### config.mk
export PLATFORM = sky130hd
export DESIGN_NAME = div_fp_param_flat
export DESIGN_NICKNAME = d
export VERILOG_FILES = /design/src/rtl/div_fp_pkg.sv /design/src/rtl/div_fp_param_if.sv /design/src/rtl/div_fp_step.sv /design/src/rtl/div_fp_param.sv /design/src/flat_wrapper.sv
export SDC_FILE = /design/constraint.sdc
export NUM_CORES = 1
export LEC_CHECK = 0
export BUFFER_PORTS_ARGS = -buffer_cell sky130_fd_sc_hd__buf_2
export CAP_MARGIN = 10
export CORE_ASPECT_RATIO = 1.25
export CORE_MARGIN = 1.5
export CORE_UTILIZATION = 55
export CTS_CLUSTER_SIZE = 14
export DETAILED_ROUTE_END_ITERATION = 16
export GPL_TIMING_DRIVEN = 0
export PLACE_DENSITY_LB_ADDON = 0.1
export SYNTH_ARGS = -nofsm -noshare
export SYNTH_HDL_FRONTEND = slang
export SYNTH_SLANG_ARGS = --single-unit
### constraint.sdc
create_clock -name clk -period 4.3 [get_ports clk]
set_clock_uncertainty 0.05 [all_clocks]
set_input_delay 0.645 -clock clk [delete_from_list [all_inputs] [get_ports clk]]
set_output_delay 0.645 -clock clk [all_outputs]
set_load 0.005 [all_outputs]
### src/rtl/div_fp_pkg.sv
// Shared types and sizing helpers for the fixed-point divider.
// The rounding build is selected with the DIV_FP_ROUND_EN macro (see div_fp_param.sv).
package div_fp_pkg;

    typedef enum logic [1:0] {
        IDLE,
        BUSY,
        DONE
    } state_t;

    localparam int DEF_N  = 32;
    localparam int DEF_FP = 8;

    // Value every saturated/invalid result bit takes.
    localparam logic SAT_BIT = 1'b1;

    // Internal dividend width: integer bits plus fractional bits.
    function automatic int calc_w(input int n, input int fp);
        return n + fp;
    endfunction

    // Counter width large enough for W+1 iterations plus headroom.
    function automatic int calc_cnt_w(input int w);
        return $clog2(w + 2);
    endfunction

endpackage

### src/rtl/div_fp_param_if.sv
// Operand/result handshake bundle for the fixed-point divider.
interface div_fp_param_if #(
    parameter int N = 32
);
    logic [N-1:0] A;
    logic [N-1:0] B;
    logic         in_valid;
    logic         in_ready;
    logic [N-1:0] OUT;
    logic         ovrflow;
    logic         inv;
    logic         out_valid;
    logic         out_ready;

    // Producer/consumer side: supplies operands, accepts results.
    modport master (
        output A, B, in_valid, out_ready,
        input  in_ready, OUT, ovrflow, inv, out_valid
    );

    // Divider side.
    modport slave (
        input  A, B, in_valid, out_ready,
        output in_ready, OUT, ovrflow, inv, out_valid
    );
endinterface

### src/rtl/div_fp_step.sv
// One restoring-division iteration: shift in the next dividend bit,
// subtract the divisor if it fits, emit the quotient bit.
module div_fp_step #(
    parameter int N = 32
) (
    input  logic [N-1:0] rem_in,
    input  logic         bit_in,
    input  logic [N-1:0] divisor,
    output logic [N-1:0] rem_out,
    output logic         q_bit
);
    // The shifted remainder needs N+1 bits before the compare; after a
    // successful subtract the result is below the divisor, so N bits hold it.
    logic [N:0] rem_shift;

    // Compare and conditionally subtract.
    always_comb begin
        rem_shift = {rem_in, bit_in};
        q_bit     = (rem_shift >= {1'b0, divisor});
        rem_out   = rem_shift[N-1:0] - (q_bit ? divisor : '0);
    end
endmodule

### src/rtl/div_fp_param.sv
// Iterative unsigned fixed-point divider: OUT = (A << FP) / B, one quotient
// bit per clock, with saturation on overflow and a fast divide-by-zero path.
// Define DIV_FP_ROUND_EN for round-half-up (one extra guard iteration).
module div_fp_param
    import div_fp_pkg::*;
#(
    parameter int N  = 32,
    parameter int FP = 8
) (
    input  logic          clk,
    input  logic          rst,
    div_fp_param_if.slave bus
);
    localparam int W  = calc_w(N, FP);
    localparam int CW = calc_cnt_w(W);
`ifdef DIV_FP_ROUND_EN
    localparam int ITER = W + 1;
`else
    localparam int ITER = W;
`endif
    localparam logic [CW-1:0] ITER_CNT = CW'(ITER);
    localparam logic [N-1:0]  SAT      = {N{SAT_BIT}};

    state_t          state_reg, state_next;
    logic [W-1:0]    dividend_reg;
    logic [N-1:0]    divisor_reg;
    logic [N-1:0]    rem_reg;
    logic [ITER-2:0] quot_reg;
    logic [CW-1:0]   count_reg;
    logic [N-1:0]    out_reg;
    logic            ovf_reg;
    logic            inv_reg;

    logic [N-1:0]    rem_step;
    logic            q_bit;
    logic [ITER-1:0] quot_next;
    logic [N-1:0]    res_out;
    logic            res_ovf;
    logic            b_zero;

    div_fp_step #(.N(N)) u_step (
        .rem_in  (rem_reg),
        .bit_in  (dividend_reg[W-1]),
        .divisor (divisor_reg),
        .rem_out (rem_step),
        .q_bit   (q_bit)
    );

    assign quot_next = {quot_reg, q_bit};
    assign b_zero    = (bus.B == '0);

`ifdef DIV_FP_ROUND_EN
    logic [W:0] q_round;

    // Round half-up with the guard bit; the carry may push into bit N.
    always_comb begin
        q_round = {1'b0, quot_next[ITER-1:1]} + (W+1)'(quot_next[0]);
        res_ovf = |q_round[W:N];
        res_out = res_ovf ? SAT : q_round[N-1:0];
    end
`else
    // Truncated quotient; anything above bit N-1 means it does not fit.
    always_comb begin
        res_ovf = |quot_next[W-1:N];
        res_out = res_ovf ? SAT : quot_next[N-1:0];
    end
`endif

    // State register.
    always_ff @(posedge clk) begin
        if (rst) state_reg <= IDLE;
        else     state_reg <= state_next;
    end

    // Next-state and handshake outputs.
    always_comb begin
        state_next    = state_reg;
        bus.in_ready  = 1'b0;
        bus.out_valid = 1'b0;
        case (state_reg)
            IDLE: begin
                bus.in_ready = 1'b1;
                if (bus.in_valid) state_next = b_zero ? DONE : BUSY;
            end
            BUSY: begin
                if (count_reg == CW'(1)) state_next = DONE;
            end
            DONE: begin
                bus.out_valid = 1'b1;
                if (bus.out_ready) state_next = IDLE;
            end
            default: state_next = IDLE;
        endcase
    end

    // Operand capture, iteration datapath and result registers.
    always_ff @(posedge clk) begin
        if (rst) begin
            dividend_reg <= '0;
            divisor_reg  <= '0;
            rem_reg      <= '0;
            quot_reg     <= '0;
            count_reg    <= '0;
            out_reg      <= '0;
            ovf_reg      <= 1'b0;
            inv_reg      <= 1'b0;
        end else begin
            case (state_reg)
                IDLE: begin
                    if (bus.in_valid) begin
                        dividend_reg <= W'(bus.A) << FP;
                        divisor_reg  <= bus.B;
                        rem_reg      <= '0;
                        quot_reg     <= '0;
                        count_reg    <= ITER_CNT;
                        if (b_zero) begin
                            out_reg <= SAT;
                            ovf_reg <= 1'b0;
                            inv_reg <= 1'b1;
                        end
                    end
                end
                BUSY: begin
                    dividend_reg <= dividend_reg << 1;
                    rem_reg      <= rem_step;
                    quot_reg     <= quot_next[ITER-2:0];
                    count_reg    <= count_reg - CW'(1);
                    if (count_reg == CW'(1)) begin
                        out_reg <= res_out;
                        ovf_reg <= res_ovf;
                        inv_reg <= 1'b0;
                    end
                end
                default: ;
            endcase
        end
    end

    assign bus.OUT     = out_reg;
    assign bus.ovrflow = ovf_reg;
    assign bus.inv     = inv_reg;
endmodule

### src/flat_wrapper.sv
// flat-port wrapper written by rule: the top's interface ports become plain ports
module div_fp_param_flat import div_fp_pkg::*;
#(
    parameter int N  = 32,
    parameter int FP = 8
)
  (clk, rst, bus_A, bus_B, bus_in_valid, bus_out_ready, bus_in_ready, bus_OUT, bus_ovrflow, bus_inv, bus_out_valid);
  div_fp_param_if #(.N(N)) bus_i ();
  input  logic clk;
  input  logic rst;
  input wire logic [$bits(bus_i.A)-1:0] bus_A;
  input wire logic [$bits(bus_i.B)-1:0] bus_B;
  input wire logic [$bits(bus_i.in_valid)-1:0] bus_in_valid;
  input wire logic [$bits(bus_i.out_ready)-1:0] bus_out_ready;
  output wire logic [$bits(bus_i.in_ready)-1:0] bus_in_ready;
  output wire logic [$bits(bus_i.OUT)-1:0] bus_OUT;
  output wire logic [$bits(bus_i.ovrflow)-1:0] bus_ovrflow;
  output wire logic [$bits(bus_i.inv)-1:0] bus_inv;
  output wire logic [$bits(bus_i.out_valid)-1:0] bus_out_valid;
  assign bus_i.A = bus_A;
  assign bus_i.B = bus_B;
  assign bus_i.in_valid = bus_in_valid;
  assign bus_i.out_ready = bus_out_ready;
  assign bus_in_ready = bus_i.in_ready;
  assign bus_OUT = bus_i.OUT;
  assign bus_ovrflow = bus_i.ovrflow;
  assign bus_inv = bus_i.inv;
  assign bus_out_valid = bus_i.out_valid;
  div_fp_param #(.N(N), .FP(FP)) u_core (.clk(clk), .rst(rst), .bus(bus_i));
endmodule
Word level (Yosys, flattened, before mapping) --
Index checks and enable logic that the tools add are counted.
Operators by class: add/subtract/negate cells 2, magnitude comparators 1, equal/unequal tests 7, mux-type cells 29, reduce and logical (&&, ||, !) cells 8
Operators with widths (count):
- 32-bit 2-to-1 mux | 6
- 32-bit case mux with 2 select lines | 2
- 40-bit case mux with 2 select lines | 1
- 39-bit case mux with 2 select lines | 1
- 40-bit 2-to-1 mux | 1
- 39-bit 2-to-1 mux | 1
- 33-bit by 32-bit >= comparator with 1-bit output | 1
- 32-bit logical NOT | 1
- 32-bit subtractor | 1
- 6-bit case mux with 2 select lines | 1
- 1-bit 2-to-1 mux | 8
- 2-bit 2-to-1 mux | 4
- 8-bit OR reduction | 1
- 6-bit by 1-bit == test with 1-bit output (second input constant) | 1
- 6-bit 2-to-1 mux | 1
- 2-bit case mux with 3 select lines | 1
- 6-bit by 1-bit subtractor with 6-bit output (second input constant) | 1
- 2-bit by 1-bit != test with 1-bit output (second input constant) | 2
- 2-bit != test (second input constant) | 2
- 1-bit case mux with 2 select lines | 2
- 2-bit AND reduction | 2
- 4-bit AND reduction | 1
- 3-bit AND reduction | 1
- 2-bit by 1-bit == test with 1-bit output (second input constant) | 1
- 3 further kinds | 3
Storage, ports and cells: bits in registers 185, bits of input ports 68, output and inout bits 36, logic and storage cells 56

Logic depth before layout (Yosys ltp) --
word-level depth 4, mapped depth 22, gate-level depth less buffers 22

Modules after synthesis --
From an unflattened synthesis, not the netlist that was laid out.
Second synthesis, totals: cells, all modules 1043, area, all modules 8942.3 um2
By module, submodules not included:
- div_fp_param | times used 1, cells each 696, area each 6491.2 um2, sequential area each 3543.4 um2
- div_fp_step | times used 1, cells each 347, area each 2451.1 um2, sequential area each 0.0 um2

Worst setup path after synthesis --
Ideal clock, no wire load.
path type flip-flop to flip-flop, from reg u_core.divisor_reg[24], to reg u_core.rem_reg[31], setup time 85 ps, data arrival time 3808 ps, data required time 4165 ps, slack 358 ps, cell stages (with the launch flop) 22, path buffers 1, period minus slack after synthesis 3942 ps, path through dfxtp_1 > inv_1 > ha_1 > a211oi_1 > o21ai_1 > o22ai_1 > o21ai_0 > and4_1 > a211oi_1 > nor2_1 > clkbuf_1 > nand2_1 > ha_1 > a21oi_2 > a21oi_2 > o21ai_4 > a31oi_1 > a211oi_2 > a21oi_2 > a31oi_1 > xnor3_1 > o31ai_2
On the way: word-level cells in the longest chain between the ends 4
RTL lines:
- start: declaration | line div_fp_param.sv:26 | logic [N-1:0] divisor_reg;
- start signal: assignment | line div_fp_param.sv:112 | divisor_reg <= bus.B;
- 33-bit by 32-bit >= comparator with 1-bit output | line div_fp_step.sv:19 | q_bit = (rem_shift >= {1'b0, divisor});
- 32-bit 2-to-1 mux * | line div_fp_step.sv:20 | rem_out = rem_shift[N-1:0] - (q_bit ? divisor : '0);
- 32-bit subtractor * | line div_fp_step.sv:20
- 32-bit case mux with 2 select lines * | line div_fp_param.sv:108 | case (state_reg)
- end signal: assignment | line div_fp_param.sv:125 | rem_reg <= rem_step;
- end: declaration | line div_fp_param.sv:27 | logic [N-1:0] rem_reg;
Mark *: on every way between the ends. The rest lies on a longest branch, timed or not. A chain may end at the register's enable or synchronous reset.

Worst setup path after layout --
from reg u_core.divisor_reg[2], to reg u_core.rem_reg[31]
Same word-level chain as after synthesis.

==> results by group <==
Clock tree
  • TritonCTS buffer count: 17
  • H-tree lvl count: 4
  • Clock Sinks: about 180
  • Worst skew pair latency: about 0.43 ns
  • Clock buffer depth: 2
  • TritonCTS clock tree: built
  • Hold Buf Count CTS: 0
  • Clock-pin slew on the worst setup and hold paths: around 0.070 ns
  • Root Driver: clkbuf_16

Critical path
  • Critical Path Start: u_core.divisor_reg[2]
  • Crit path required time: approximately 4.6 ns
  • CP startpoint kind: flop
  • Reg-to-reg critical path startpoint: u_core.divisor_reg[2]
  • Arr. time, crit path: roughly 4.7 ns
  • Reg2reg setup slack: -0.06 ns
  • Setup crit end kind: flop
  • WS Path Type: flop to flop
  • Critical Path Fanout Max: 7

Yosys
  • Top area cells in the synthesized netlist: dfxtp_1 (40%), ha_1 (10%), nand2_1 (8.3%)
  • Mapped Nets: roughly 1200
  • Synth cell types: between 60 and 70
  • Cells after Synth: 1097
  • Yosys top cell area share: 0.399
  • Post-synth EDFFs: 0
  • Synth async-reset ratio: 0
  • YS warnings: 0
  • Post-synthesis sequential area ratio: 0.399
  • Post-synth top area cell: dfxtp_1
  • Syn Area/Cell: between 8 and 9 um^2
  • Synthesized flop and latch total: between 150 and 200
  • Mapped cell area: approximately 0.0089 mm^2
  • Ys flop type: dfxtp_1

Outcome
  • Outcome: complete, but fails checks
  • Failing checks: negative setup slack

Final layout
  • Multi-input gate area: approximately 0.0054 mm^2
  • Share of layout cells above drive strength 1: 0.219
  • Layout Cells excl Fill: roughly 1500
  • Ant diodes: 0
  • Fill count: 1327
  • Flip-flop count of the largest register after layout: 39
  • Nets: between 1000 and 1500
  • Sequential Area: 0.00357 mm^2
  • Area growth from synthesis to layout: 23.6%
  • Finished Cell Area: ~0.011 mm^2

Power and ir drop
  • Combinational cell fraction of total power: 0.520
  • Peak VDD IR: about 360 uV
  • Leakage: ~4.4 nW
  • PwrDens: slightly below 700 mW/mm^2
  • Sequential Power Share: 0.264
  • Clk pwr share: 0.216
  • Total Power: 7.40 mW
  • Cell internal pwr: 4.45 mW
  • Switching share of power: 0.398
  • Psw: 2.94 mW

Die
  • # rows: 51
  • Initial Util: 0.566
  • Die X: ~120 um
  • I/O pin count: between 100 and 150
  • Die area: 0.0169 mm^2
  • Die Height: 145 um
  • Floorplan core area: 0.0157 mm^2

Drt
  • Drt first-iter violations: ~500
  • WL/cell: approximately 17 um
  • Antenna Nets Post-Route: 0
  • Final WL: roughly 25000 um
  • # DRC: 0
  • TritonRoute pass-1 iters: 5
  • Avg Vias per Cell: a little under 6
  • Vias: approximately 8400

Global route
  • Total grt overflow: 0
  • GRT Resource Usage Total: 0.291
  • First-pass GRT wire length: around 39000 um
  • Initial antenna violation count: 0
  • Vias in the first global route: just over 8000
  • Largest net degree at the start of global routing: 17

Placed design
  • Gp weighted congestion: 0.917
  • HPWL Detailed: roughly 17000 um
  • Placed cell areas: ~0.0097 mm^2
  • IO Port Bufs: just over 100
  • Worst slack at placement: -0.920 ns
  • Placed cell count: between 1000 and 1500

STA
  • Worst rel slew slack: 0.425
  • Post-layout minimum cycle time: roughly 4.4 ns
  • Tightest Pin Transition: approximately 0.86 ns
  • RSZ-0062 raised after global routing: true
  • Final worst slack: -0.0621 ns
  • Final Max Tran Viols: 0
  • Final setup viols: 3
  • Fin crit share: 1.01
  • Final hold violation count: 0
  • Max Fclk: about 0.23 GHz

Hold path
  • HP Start: bus_B[12]
  • Worst min path class: primary input to flop

Run
  • MaxCap Viol Count: 0
[path summary, 6_finish.rpt]
kind / endpoint / cells past startpoint
max: u_core.rem_reg[31] / 21
min: u_core.divisor_reg[12] / 3
max reg2reg: u_core.rem_reg[31] / 21
min reg2reg: u_core.dividend_reg[16] / 2
[cells in the mapped netlist, types with 9 or more instances]
| library cell | count |
|---|---|
| a21o_1 | 12 |
| a22o_1 | 14 |
| clkbuf_1 | 50 |
| a22oi_1 | 36 |
| nor3_1 | 10 |
| nand2_1 | 196 |
| nor4_1 | 9 |
| o21ai_0 | 17 |
| a21oi_1 | 146 |
| xor2_1 | 11 |
| o22ai_1 | 32 |
| inv_1 | 49 |
| nand3_1 | 57 |
| ha_1 | 73 |
| nor2_1 | 71 |
| dfxtp_1 | 177 |
| nand4_1 | 9 |
| xnor2_1 | 13 |
| buf_1 | 13 |
[layer usage]
| metal | track usage | routed length (um) | vias to the layer above |
|---|---|---|---|
| met2 | 0.501 | 12400 | 194 |
| met1 | 0.334 | 10100 | 4008 |
| met4 | 0.152 | 1180 | 0 |
| met5 | 0 | 0 | - |
| met3 | 0.0602 | 987 | 65 |
| li1 | - | - | 4157 |
[stage by stage]
step | hold WS, ns | TNS (ns) | util
5_1_grt | 0.404 | -1.61 | 0.699
2_1_floorplan | 0.386 | 0 | -
4_1_cts | 0.397 | 0 | 0.670
3_5_place_dp | 0.397 | -15.65 | 0.615
3_3_place_gp | 0.392 | -15.47 | 0.615
6_report | 0.400 | -0.124 | 0.699
[timing repair]
action / 4_1_cts / 5_1_grt
pin swaps: 21 / 41
gates cloned: 0 / 1
gates resized for setup: 50 / 79
setup buffers: 10 / 7
setup endpoints to repair: 26 / 16
[layout make-up]
| cell class | instances | area share |
|---|---|---|
| Clock buffer | 19 | 0.0413 |
| Buffer | 67 | 0.0265 |
| Sequential cell | 177 | 0.326 |
| Multi-Input combinational cell | 804 | 0.490 |
| Clock inverter | 13 | 0.0133 |
| Tap cell | 212 | 0.0242 |
| Inverter | 49 | 0.0168 |
| Timing Repair Buffer | 121 | 0.0620 |
[power groups by stage]
stage          logic (mW)  clock network (mW)  registers [mW]
4_1_cts              3.29                1.61            1.93
2_1_floorplan        2.36                   0            1.93
3_3_place_gp         3.00                   0            1.96
6_report             3.85                1.60            1.95
3_5_place_dp         3.01                   0            1.96
5_1_grt              4.18                1.68            1.97
[cells by family (layout without fill, tap and decap cells)]
| family | Yosys count | count (layout) | synth area share |
|---|---|---|---|
| AO/OA/AOI/OAI | 320 | 320 | 0.230 |
| multiplexers | 1 | 1 | 0.00113 |
| adder cells (fa/ha/maj) | 74 | 74 | 0.105 |
| flip-flops | 177 | 177 | 0.399 |
| XOR/XNOR | 25 | 25 | 0.0262 |
| buffers and inverters | 116 | 269 | 0.0496 |
| AND/OR/NAND/NOR | 384 | 384 | 0.189 |
[worst max-delay path, cell delays in order, from the launching register on]
cell	delay, ns
dfxtp_2	0.35
inv_1	0.05
ha_1	0.30
a21oi_1	0.21
o21ai_2	0.12
a211oi_2	0.24
o211ai_1	0.26
a211oi_4	0.36
nor2_4	0.08
buf_12	0.15
buf_8	0.13
nand2_1	0.11
ha_4	0.24
o21ai_2	0.19
o21ai_2	0.10
a21oi_2	0.20
o41ai_4	0.10
a211oi_2	0.30
a21oi_2	0.12
a31oi_1	0.22
xnor3_1	0.26
o31ai_2	0.17
[cells in the final DEF, fill, tap and decap left out, types with 4 or more instances in the layout]
| cell type | count |
|---|---|
| inv_6 | 5 |
| buf_2 | 107 |
| a21oi_2 | 12 |
| a22oi_1 | 36 |
| a21oi_1 | 138 |
| buf_1 | 13 |
| dfxtp_1 | 154 |
| clkbuf_1 | 47 |
| nand2_1 | 187 |
| buf_4 | 16 |
| dfxtp_2 | 23 |
| ha_4 | 20 |
| a21o_1 | 12 |
| a211oi_1 | 4 |
| a211oi_2 | 7 |
| nand3_1 | 56 |
| xnor2_1 | 13 |
| a31oi_1 | 6 |
| nand4_1 | 9 |
| xor2_1 | 11 |
| clkinv_2 | 4 |
| nor2b_1 | 5 |
| nand2_2 | 9 |
| inv_1 | 47 |
| o21ai_1 | 8 |
| o21ai_0 | 8 |
| clkbuf_16 | 18 |
| and3_1 | 4 |
| o22ai_1 | 31 |
| nor4_1 | 9 |
| o21ai_2 | 7 |
| a22o_1 | 14 |
| ha_1 | 49 |
| nor3_1 | 8 |
| ha_2 | 4 |
| nor2_1 | 70 |
| nand2b_1 | 5 |
Power figures use the tool's default switching activity.
